`src/rtl/i2s_rx_deserializer_pkg.sv`:
```
// Shared I2S definitions: word-length encoding,
// receiver states and default word geometry.
package I2sGlobalPkg;

  localparam int DEFAULT_DATA_WIDTH   = 8;
  localparam int DEFAULT_MAXIMUM_SIZE = 4;
  localparam int MAX_WORD_WIDTH =
    DEFAULT_DATA_WIDTH * DEFAULT_MAXIMUM_SIZE;

  typedef enum logic [1:0] {
    BITS_8,
    BITS_16,
    BITS_24,
    BITS_32
  } numOfBitsTransferEnum;

  typedef enum logic [1:0] {
    IDLE,
    SYNC,
    SHIFT,
    HOLD
  } rxStateEnum;

  function automatic logic [5:0] bits_for_sel(
    input logic [1:0] sel
  );
    logic [5:0] n;
    n = 6'd8;
    unique case (numOfBitsTransferEnum'(sel))
      BITS_8:  n = 6'd8;
      BITS_16: n = 6'd16;
      BITS_24: n = 6'd24;
      BITS_32: n = 6'd32;
    endcase
    return n;
  endfunction

endpackage

```
`src/rtl/i2s_input_sync.sv`:
```
// Two-flop synchronizers for the I2S lines and
// sclk rising-edge strobe in the clk domain.
module i2s_input_sync (
  input  logic clk,
  input  logic reset,
  input  logic sclk,
  input  logic ws,
  input  logic sd,
  output logic rise_edge,
  output logic ws_sync,
  output logic sd_sync
);

  logic sclk_s1, sclk_s2, sclk_s3;
  logic ws_s1, sd_s1;

  always_ff @(posedge clk) begin
    if (reset) begin
      sclk_s1 <= 1'b0;
      sclk_s2 <= 1'b0;
      sclk_s3 <= 1'b0;
      ws_s1   <= 1'b0;
      ws_sync <= 1'b0;
      sd_s1   <= 1'b0;
      sd_sync <= 1'b0;
    end else begin
      sclk_s1 <= sclk;
      sclk_s2 <= sclk_s1;
      sclk_s3 <= sclk_s2;
      ws_s1   <= ws;
      ws_sync <= ws_s1;
      sd_s1   <= sd;
      sd_sync <= sd_s1;
    end
  end

  assign rise_edge = sclk_s2 & ~sclk_s3;

endmodule

```
`src/rtl/i2s_rx_deserializer.sv`:
```
// Philips-format I2S slave receiver delivering
// right-aligned words on a valid/ready port.
module i2s_rx_deserializer
  import I2sGlobalPkg::*;
#(
  parameter int DATA_WIDTH   = DEFAULT_DATA_WIDTH,
  parameter int MAXIMUM_SIZE = DEFAULT_MAXIMUM_SIZE,
  localparam int W = DATA_WIDTH * MAXIMUM_SIZE
) (
  input  logic         clk,
  input  logic         reset,
  input  logic         sclk,
  input  logic         ws,
  input  logic         sd,
  input  logic [1:0]   numOfBitsSel,
  output logic [W-1:0] rxData,
  output logic         rxChannel,
  output logic         rxValid,
  input  logic         rxReady,
  output logic         overrun,
  output logic         frameError
);

  logic rise, ws_s, sd_s;

  i2s_input_sync u_sync (
    .clk       (clk),
    .reset     (reset),
    .sclk      (sclk),
    .ws        (ws),
    .sd        (sd),
    .rise_edge (rise),
    .ws_sync   (ws_s),
    .sd_sync   (sd_s)
  );

  rxStateEnum state, state_nxt;

  logic         ws_prev;
  logic         channel;
  logic [5:0]   bit_target;
  logic [5:0]   bit_count;
  logic [5:0]   cnt_inc;
  logic [W-1:0] shift_reg;
  logic [W-1:0] shift_nxt;
  logic         ws_change;

  logic do_latch, do_shift;
  logic word_done, frame_err;

  assign ws_change = rise && (ws_s != ws_prev);
  assign shift_nxt = {shift_reg[W-2:0], sd_s};
  assign cnt_inc   = (bit_count == 6'h3f) ?
                     bit_count : bit_count + 6'd1;

  always_ff @(posedge clk) begin
    if (reset) state <= IDLE;
    else       state <= state_nxt;
  end

  always_comb begin
    state_nxt = state;
    unique case (state)
      IDLE:
        if (ws_change) state_nxt = SYNC;
      SYNC, SHIFT:
        if (rise) begin
          if (ws_change)      state_nxt = SYNC;
          else if (word_done) state_nxt = HOLD;
          else                state_nxt = SHIFT;
        end
      HOLD:
        if (ws_change) state_nxt = SYNC;
    endcase
  end

  // The ws-change edge still carries the LSB of
  // the word in flight, so it may complete it.
  always_comb begin
    do_latch  = ws_change;
    do_shift  = 1'b0;
    word_done = 1'b0;
    frame_err = 1'b0;
    unique case (state)
      SYNC, SHIFT:
        if (rise) begin
          do_shift = 1'b1;
          if (cnt_inc == bit_target)
            word_done = 1'b1;
          else if (ws_change)
            frame_err = 1'b1;
        end
      default: ;
    endcase
  end

  always_ff @(posedge clk) begin
    if (reset) begin
      ws_prev    <= 1'b0;
      channel    <= 1'b0;
      bit_target <= 6'd0;
      bit_count  <= 6'd0;
      shift_reg  <= '0;
      rxData     <= '0;
      rxChannel  <= 1'b0;
      rxValid    <= 1'b0;
      overrun    <= 1'b0;
      frameError <= 1'b0;
    end else begin
      overrun    <= 1'b0;
      frameError <= frame_err;
      if (rise) ws_prev <= ws_s;
      if (do_latch) begin
        bit_target <= bits_for_sel(numOfBitsSel);
        bit_count  <= 6'd0;
        shift_reg  <= '0;
        channel    <= ws_s;
      end else if (do_shift) begin
        bit_count  <= cnt_inc;
        shift_reg  <= shift_nxt;
      end
      if (word_done) begin
        rxData    <= shift_nxt;
        rxChannel <= channel;
        rxValid   <= 1'b1;
        overrun   <= rxValid && !rxReady;
      end else if (rxValid && rxReady) begin
        rxValid <= 1'b0;
      end
    end
  end

endmodule

```
`config.mk`:
```
export PLATFORM = sky130hd
export DESIGN_NAME = i2s_rx_deserializer
export DESIGN_NICKNAME = d
export VERILOG_FILES = /design/src/rtl/i2s_rx_deserializer_pkg.sv /design/src/rtl/i2s_input_sync.sv /design/src/rtl/i2s_rx_deserializer.sv
export SDC_FILE = /design/constraint.sdc
export NUM_CORES = 1
export LEC_CHECK = 0
export ABC_AREA = 0
export BUFFER_PORTS_ARGS = -buffer_cell sky130_fd_sc_hd__buf_4
export CAP_MARGIN = 10
export CORE_MARGIN = 8
export CORE_UTILIZATION = 50
export CTS_CLUSTER_SIZE = 10
export DETAILED_ROUTE_END_ITERATION = 7
export HOLD_SLACK_MARGIN = 0.08
export PLACE_DENSITY = 0.7
export REMOVE_ABC_BUFFERS = 1
export SETUP_SLACK_MARGIN = 0.3
export SLEW_MARGIN = 30
export SYNTH_ARGS = -nofsm -noshare
export SYNTH_HDL_FRONTEND = slang
export SYNTH_SLANG_ARGS = --single-unit
```
`constraint.sdc`:
```
create_clock -name clk -period 3.5 [get_ports clk]
set_input_delay 0.35 -clock clk [delete_from_list [all_inputs] [get_ports clk]]
set_output_delay 0.35 -clock clk [all_outputs]
set_load 0.005 [all_outputs]
```
==> results.json, run 1 <==
{
  "grt_max_degree": 85,
  "arrival_ns": 2.99,
  "nNetsFinal": 443,
  "drt_first_iter_violations": 97,
  "irDropWorstVdd_mv": 0.197,
  "worst_pin_slew_ns": 0.739,
  "post_cts_resized": 0,
  "critPathMaxStageDelay_ns": 0.60,
  "yosysWarnings": 0,
  "path_max_fanout": 34,
  "whs_ns": 0.205,
  "cts_sinks": 87,
  "final-hold-violation-count": 0,
  "path_clk_slew_ns": 0.08,
  "fp.dieH_um": 102,
  "yosysUniqueCellTypes": 39,
  "grt_pass1_wl_um": 11000,
  "drc_errors": 0,
  "multi_input_area_mm2": 0.00175,
  "portBuffers": 43,
  "synth_area_mm2": 0.00368,
  "antenna_found_initial": 0,
  "grt_pass1_vias": 2455,
  "io_pins": 44,
  "cts_buffer_depth": 2,
  "viasPerCell": 4.94,
  "rows": 31,
  "p_per_area_mw_per_mm2": 419,
  "ctsHtreeMaxLevel": 3,
  "fin_crit_ns": 2.71,
  "synth-edff-count": 0,
  "required_ns": 3.78,
  "root_buffer": "clkbuf_8",
  "setup_tns_ns": 0,
  "power_leakage_uw": 0.00145,
  "layout-drive-gt1-share_pct": 15.6,
  "synth_top_cell_area_share_pct": 47.4,
  "grt.overflow.total": 0,
  "wl_um": 6420,
  "holdBufCountCts": 0,
  "gp_congestion": 0.746,
  "status": "completed",
  "grt_setup_unrepaired": "false",
  "finClkSkew_ns": 0.0104,
  "core_mm2": 0.00718,
  "yosysMostFrequentCell": "dfxtp_1",
  "dr_total_vias": 2641,
  "crit_type": "reg -> reg",
  "startpoint_type": "flip-flop",
  "maxSlewHeadroom_pct": 50.7,
  "post_drt_wl_per_cell_um": 12.0,
  "finalNonFillerCells": 535,
  "syn_to_final_growth_pct": 13.7,
  "seqCellArea_mm2": 0.00174,
  "endpoint_kind": "flip-flop",
  "post_cts_buffers": 0,
  "dp_cells": 519,
  "ys_seq_area_share_pct": 47.4,
  "path_cells": "ha_1 -> nand3_1 -> or4_1 -> o41ai_4 -> nand4_4 -> nor2_8 -> mux2i_1",
  "globalRouteTotalUtil_pct": 13.1,
  "synth-async-reset-ratio_pct": 0,
  "drtPass1Iterations": 4,
  "die_area_mm2": 0.0104,
  "ys_seq_elements": 87,
  "slew_violations": 0,
  "cts_buffers": 9,
  "synth_ff_type": "dfxtp_1",
  "ys_top_cells_by_count": "87 x dfxtp_1, 74 x nand2_1, 68 x nand2b_1",
  "largest_reg_flops": 32,
  "n_antenna_cell": 0,
  "cts_tree": "done",
  "avgSynthCellArea_um2": 9.15,
  "synth_largest_area_cell": "dfxtp_1",
  "maxCapViolations": 0,
  "clock_latency_ns": 0.36,
  "finalSetupViolCount": 0,
  "hpwl_um": 4150,
  "nFillCells": 674,
  "start_util_pct": 51.2,
  "post-route-period-util_pct": 77.3,
  "postSynthCellCount": 402,
  "ant_nets": 0,
  "hold_class": "in -> reg",
  "cpMaxStageDelayCell": "nor2_8",
  "synthTopCellsByArea": "dfxtp_1 47%, nand2b_1 12%, mux2i_1 10%",
  "die_w_um": 102,
  "max_clock_freq_mhz": 370
}
[logic make-up (layout without fill, tap and decap cells)]
group / after synthesis / count (layout) / share of synthesized area, %
and+or+nand+nor: 187 / 187 / 26.6
DFF: 87 / 87 / 47.4
AOI/OAI and AO/OA: 48 / 48 / 7.96
muxes: 38 / 38 / 10.3
buffers and inverters: 32 / 66 / 4.93
xor gates and xnor gates: 6 / 6 / 1.43
adders and majority gates: 4 / 4 / 1.36
[metrics by stage]
step / setup slack, ns / util, % / area, µm² / total power, µW
6_report: 0.794 / 58.3 / 4180 / 1750
5_1_grt: 0.566 / 58.3 / 4180 / 1820
3_3_place_gp: 0.898 / 55.4 / 3980 / 1070
3_5_place_dp: 0.794 / 55.4 / 3980 / 1070
2_1_floorplan: 1.14 / - / 3510 / 1040
4_1_cts: 0.773 / 58.3 / 4180 / 1780
[routing by layer]
| metal | global-route usage, % | part of all wire (%) | up-vias |
|---|---|---|---|
| met4 | 6.53 | 1.7 | 0 |
| met3 | 3.30 | 4.1 | 11 |
| met1 | 15.8 | 49 | 1219 |
| li1 | - | - | 1372 |
| met5 | 0 | 0 | - |
| met2 | 21.2 | 45 | 39 |
[layout make-up]
type                       instances  share of cell area, %
timing repair buffer              45                   8.08
multi-input combinational        283                   41.9
inverter                           5                  0.449
sequential                        87                   41.6
clock buffer                      10                   3.29
tap                               99                   2.96
clock inverter                     6                   1.65
[critical path, delay by kind of cell, from the launching register on]
| family | cells | cell delay [ns] |
|---|---|---|
| muxes | 1 | 0.26 |
| and+or+nand+nor | 4 | 1.54 |
| adders and majority gates | 1 | 0.29 |
| AOI/OAI and AO/OA | 1 | 0.09 |
| DFF | 1 | 0.43 |
[power breakdown]
part / internal, µW / switching (µW) / total, µW
clock: 353 / 357 / 710
combinational: 22.0 / 24.9 / 47.0
sequential: 993 / 2.14 / 995
[path summary, 6_finish.rpt]
path	from	to	slack [ns]	cells past startpoint
worst max register to register	bit_count[0]	rxData[2]	0.79	7
worst max-delay path	bit_count[0]	rxData[2]	0.79	7
worst min-delay path	ws	u_sync.ws_s1	0.20	2
worst min register to register	u_sync.ws_s1	u_sync.ws_sync	0.44	1
[placed cells by master (no fill, tap or decap), types with 5 or more instances in the layout]
master,synthesis,routed
dfxtp_1,87,87
nand2b_1,68,68
nand2_1,74,74
a21oi_1,35,35
nor2b_1,9,9
mux2i_1,38,38
nor2_1,16,16
nor3_1,7,7
clkbuf_8,0,10
inv_1,5,5
buf_4,1,45
Power figures use the tool's default switching activity.
==> inputs of run 2 (changes only) <==
- ABC_AREA: 0 -> 1
- PLACE_DENSITY: 0.7 -> 0.73
- clock period: 3.5 -> 2.4 ns (I/O delays scaled with it)
==> run 2 against run 1 <==
Against the previous run:
- register-to-register slack got worse by 0.40 ns
- critical path type unchanged
- maximum frequency increased by 35%
- routed wire length increased by 18%
- final cell count grew 5.8%
- global-route usage is 3.2 points higher
- die area fell by 7.4%
- synthesized cell count is 7.2% higher
- count of clock-buffer cells in the layout increased by 2
==> results.json, run 2 <==
{
  "status": "completed",
  "synth_compound_area_share_pct": 8.65,
  "hold_class": "in -> reg",
  "viasPerCell": 5.10,
  "grt_pass1_vias": 2755,
  "min_to": "u_sync.sd_s1",
  "whs_ns": 0.0909,
  "synthTopCellsByArea": "dfxtp_1 52%, nand2_1 13%, nand3_1 10%",
  "synth-edff-count": 0,
  "ys_seq_elements": 87,
  "start_util_pct": 50.5,
  "portBuffers": 43,
  "arrival_ns": 2.29,
  "synthMuxAreaShare_pct": 0,
  "r2r_slack_ns": 0.39,
  "finalSetupViolCount": 0,
  "nNetsFinal": 493,
  "maxCapViolations": 0,
  "syn_to_final_growth_pct": 24.5,
  "layout_common_cells": "117 x nand2_1, 84 x dfxtp_1, 67 x nand3_1, 56 x buf_4, 37 x a21oi_1",
  "dr_total_vias": 2889,
  "ys_top_cells_by_count": "118 x nand2_1, 87 x dfxtp_1, 67 x nand3_1",
  "ys_seq_area_share_pct": 51.9,
  "endpoint_kind": "flip-flop",
  "globalRouteTotalUtil_pct": 16.3,
  "postLayoutCoreUtil_pct": 62.9,
  "finClkSkew_ns": 0.00974,
  "layout-drive-gt1-share_pct": 20.0,
  "clock_latency_ns": 0.35,
  "synth_top_family_by_area": "simple AND/OR/NAND/NOR gates",
  "wl_um": 7570,
  "cts_buffers": 9,
  "final-hold-violation-count": 0,
  "path_max_fanout": 18,
  "cts_sinks": 87,
  "rr_endpoint": "rxChannel",
  "p_per_area_mw_per_mm2": 643,
  "postSynthCellCount": 431,
  "required_ns": 2.68,
  "grt_setup_unrepaired": "false",
  "slew_violations": 0,
  "drtPass1Iterations": 4,
  "max_clock_freq_mhz": 498,
  "worst_pin_slew_ns": 0.441,
  "synth-async-reset-ratio_pct": 0,
  "rows": 30,
  "synth_xor_area_share_pct": 0.783,
  "synth_area_mm2": 0.00335,
  "post_drt_wl_per_cell_um": 13.4,
  "hpwl_um": 4580,
  "synth_ff_type": "dfxtp_1",
  "largest_reg_flops": 32,
  "antenna_found_initial": 0,
  "nFillCells": 570,
  "gp_congestion": 0.789,
  "synth_top_cell_area_share_pct": 51.9,
  "ctsHtreeMaxLevel": 3,
  "irDropWorstVdd_mv": 0.331,
  "path_clk_slew_ns": 0.08,
  "synth_largest_area_cell": "dfxtp_1",
  "ant_nets": 0,
  "whs_path_depth": 3,
  "total_power_uw": 2690,
  "drt_first_iter_violations": 168,
  "grt_max_degree": 39,
  "seqCellArea_mm2": 0.00175,
  "post_dp_cell_area_mm2": 0.00372,
  "yosysUniqueCellTypes": 26,
  "yosysMostFrequentCell": "nand2_1",
  "rr_startpoint": "bit_count[0]",
  "maxSlewHeadroom_pct": 70.6,
  "synthSimpleGateAreaFrac_pct": 29.4,
  "io_pins": 44,
  "r2r_cells": 12,
  "crit_type": "reg -> reg",
  "multi_input_area_mm2": 0.00141,
  "post-route-period-util_pct": 83.7,
  "n_antenna_cell": 0,
  "design_area_mm2": 0.00418,
  "root_buffer": "clkbuf_8",
  "die_area_mm2": 0.00959,
  "yosysWarnings": 0,
  "hp-start": "sd",
  "cts_tree": "done",
  "synthAdderAreaFrac_pct": 1.49,
  "die_w_um": 97.9,
  "power_leakage_uw": 0.00181,
  "core_mm2": 0.00664,
  "startpoint_type": "flip-flop",
  "drc_errors": 0,
  "final_common_cell": "nand2_1",
  "fp.dieH_um": 97.9,
  "fin_crit_ns": 2.01,
  "grt.overflow.total": 0,
  "avgSynthCellArea_um2": 7.78,
  "cts_buffer_depth": 2,
  "grt_pass1_wl_um": 12900
}
-- run 2: worst max-delay path by stage --
stage,start,endpoint,cells past startpoint
after floorplan,state[0],rxChannel,7
after global placement,bit_count[0],rxData[9],9
after detailed placement,bit_count[0],rxData[3],9
after CTS,bit_count[0],rxData[27],11
after global routing,bit_count[0],rxData[6],11
final,bit_count[0],rxChannel,12
-- run 2: final cells by class --
class	count	share of cell area, %
inverter	33	2.96
timing repair buffer	64	13.4
multi-input combinational	286	33.8
tap	80	2.40
clock buffer	12	3.71
sequential	87	41.9
clock inverter	4	1.83
-- run 2: where the power goes --
part / internal [µW] / switching, µW
Sequential: 1450 / 4.14
Combinational: 30.6 / 50.1
Clock: 648 / 504
Total: 2130 / 559
-- run 2: kinds of logic after synthesis --
| family | Yosys count |
|---|---|
| compound gates | 55 |
| xor+xnor | 3 |
| fa+ha+maj | 4 |
| buf+inv | 60 |
| flops | 87 |
| simple gates | 222 |
-- run 2: what timing repair did --
action | CTS | global route
gates resized for setup | 7 | 8
pin swaps | 6 | 5
hold buffers | 2 | 0
buffers inserted | 5 | 4
cloned | 2 | 1
endpoints found under the hold margin | 2 | 0
setup endpoints to repair | 35 | 35
-- run 2: worst max-delay path, cell delays in order, from the launching register on --
cell and delay, ns:
dfxtp_4 0.39, ha_4 0.16, nand3_2 0.12, nor2_4 0.20
xor2_1 0.21, nand2_1 0.11, nor2_4 0.18, buf_6 0.14
nand3_4 0.06, buf_12 0.17, nand2_1 0.07, inv_1 0.05
nor2_1 0.09
-- run 2: metal layers --
metal / share of wire [%] / global-route usage (%)
met1: 45 / 19.9
met2: 49 / 26.4
met3: 3.8 / 3.70
met4: 1.7 / 8.27
met5: 0 / 0
-- run 2: metrics by stage --
step	setup TNS [ns]	setup WS (ns)	cells
global route	0	0.290	566
detailed placement	0	0.161	536
global placement	0	0.269	536
finish	0	0.392	566
CTS	0	0.346	561
floorplan	-15.03	-0.428	404
==> inputs of run 3 (changes only) <==
- ABC_AREA: 1 -> 0
- PLACE_DENSITY: 0.73 -> 0.7
- clock period: 2.4 -> 2 ns (I/O delays scaled with it)
==> run 3 against run 2 <==
Against the previous run:
- core utilization increased by 1.8 points
- highest routed layer unchanged
- sequential cell count unchanged
- the flow now finishes with violations (setup timing)
- clock power up 19%
- combinational power rose by 17%
- sequential share of layout area decreased by 4.2 points
- maximum frequency is 2.3% lower
- routed wire length down 2.2%
- final area increased by 11%
- final cell count did not move
- critical path type unchanged
==> results.json, run 3 (synthesis gave the netlist of run 1 again) <==
{
  "largest_reg_flops": 32,
  "cpMaxStageDelayCell": "dfxtp_4",
  "critPathMaxStageDelay_ns": 0.36,
  "finClkSkew_ns": 0.0165,
  "multi_input_area_mm2": 0.00185,
  "core_mm2": 0.00718,
  "io_pins": 44,
  "dr_total_vias": 2820,
  "cts_sinks": 87,
  "root_buffer": "clkbuf_8",
  "path_clk_slew_ns": 0.09,
  "startpoint_type": "flip-flop",
  "layout-drive-gt1-share_pct": 24.2,
  "p_per_area_mw_per_mm2": 690,
  "grt_pass1_wl_um": 12400,
  "dp_slack_ns": -0.134,
  "grt_use_met3_pct": 3.51,
  "start_util_pct": 51.2,
  "hpwl_um": 4520,
  "grt_max_degree": 50,
  "required_ns": 2.30,
  "violations": "setup timing",
  "cts_buffer_depth": 2,
  "final_common_cell": "dfxtp_1",
  "nFillCells": 600,
  "final-hold-violation-count": 0,
  "post_drt_wl_per_cell_um": 13.1,
  "slew_violations": 0,
  "maxSlewHeadroom_pct": 67.7,
  "grt.overflow.total": 0,
  "clock_latency_ns": 0.37,
  "fin_crit_ns": 2.05,
  "gp_congestion": 0.900,
  "grt_pass1_vias": 2745,
  "portBuffers": 43,
  "max_clock_freq_mhz": 487,
  "met2_usage_pct": 25.3,
  "n_antenna_cell": 0,
  "maxCapViolations": 0,
  "hold_class": "in -> reg",
  "post-route-period-util_pct": 103,
  "grt_setup_unrepaired": "true",
  "path_max_fanout": 6,
  "met1_usage_pct": 17.4,
  "drc_errors": 0,
  "wl_um": 7400,
  "endpoint_kind": "flip-flop",
  "setup_ws_ns": -0.0543,
  "die_w_um": 102,
  "irDropWorstVdd_mv": 0.421,
  "cts_tree": "done",
  "top_usage_layer": "met2",
  "status": "finished, violations left",
  "worst_pin_slew_ns": 0.479,
  "drt_first_iter_violations": 131,
  "cts_buffers": 9,
  "viasPerCell": 4.98,
  "drtPass1Iterations": 4,
  "die_area_mm2": 0.0104,
  "finalSetupViolCount": 16,
  "seqCellArea_mm2": 0.00175,
  "rows": 31,
  "ctsHtreeMaxLevel": 3,
  "arrival_ns": 2.36,
  "antenna_found_initial": 0,
  "layout_common_cells": "82 x dfxtp_1, 74 x nand2_1, 68 x nand2b_1, 60 x buf_4",
  "path_cells": "buf_6 -> and3_4 -> mux2i_4 -> o41ai_4 -> nand4_4 -> nor2_8 -> buf_12 -> buf_16 -> mux2i_1",
  "crit_type": "reg -> reg",
  "nNetsFinal": 474,
  "dp_cells": 537,
  "globalRouteTotalUtil_pct": 15.0,
  "power_leakage_uw": 0.00164,
  "fp.dieH_um": 102,
  "syn_to_final_growth_pct": 26.3,
  "ant_nets": 0,
  "finalNonFillerCells": 566
}
run 3: changes by cell type in the layout (fill, tap and decap cells not counted), moves of 9 or more:
cell      delta
nand2_1     -43
nand2b_1    +68
inv_1       -25
nor2b_1      +9
nand3_1     -67
mux2i_1     +35
run 3: worst paths after layout:
| check | from | to | slack (ns) | cells after the start |
|---|---|---|---|---|
| setup / recovery | bit_count[1] | rxData[17] | -0.05 | 9 |
| hold / removal | rxReady | overrun | 0.16 | 3 |
| setup reg to reg | bit_count[1] | rxData[17] | -0.05 | 9 |
| hold reg to reg | u_sync.ws_s1 | u_sync.ws_sync | 0.44 | 1 |
run 3: repair_timing:
action,CTS,global route
endpoints found under the setup margin,40,42
resized for setup,22,12
hold buffers,3,0
gates cloned,2,0
hold endpoints to repair,3,0
pin swaps,8,7
setup buffers,7,1
run 3: cell type report:
| type | instances | share of cell area, % |
|---|---|---|
| clock buffer | 9 | 2.67 |
| clock inverter | 7 | 2.21 |
| timing repair buffer | 76 | 14.6 |
| sequential | 87 | 37.7 |
| multi-input combinational | 283 | 39.8 |
| inverter | 5 | 0.404 |
| tap | 99 | 2.67 |
run 3: metrics by stage:
| step | util [%] | total power, µW | cell area (µm²) | hold slack (ns) | setup TNS, ns |
|---|---|---|---|---|---|
| 6_report | 64.7 | 3200 | 4640 | 0.157 | -0.581 |
| 5_1_grt | 64.7 | 3320 | 4640 | 0.163 | -3.03 |
| 4_1_cts | 64.0 | 3240 | 4590 | 0.154 | -1.48 |
| 3_5_place_dp | 57.5 | 1870 | 4120 | 0.417 | -3.72 |
| 3_3_place_gp | 57.5 | 1870 | 4120 | 0.412 | -1.78 |
| 2_1_floorplan | - | 1830 | 3510 | 0.269 | -12.11 |
run 3: power by group:
group | internal, µW | switching, µW
sequential | 1740 | 4.01
clock | 716 | 653
combinational | 45.9 | 48.3
total | 2500 | 705
run 3: critical path: cells and delay by family, from the launching register on:
kind	cells	cell delay, ns
AND/OR/NAND/NOR	3	0.55
buffers and inverters	3	0.38
flip-flops	1	0.36
AO/OA/AOI/OAI	1	0.35
multiplexers	2	0.35
run 3: per-layer routing:
metal / part of all wire, % / up-vias
met2: 49 / 59
li1: - / 1432
met5: 0 / -
met1: 45 / 1325
met3: 5.8 / 4
met4: 0.47 / 0
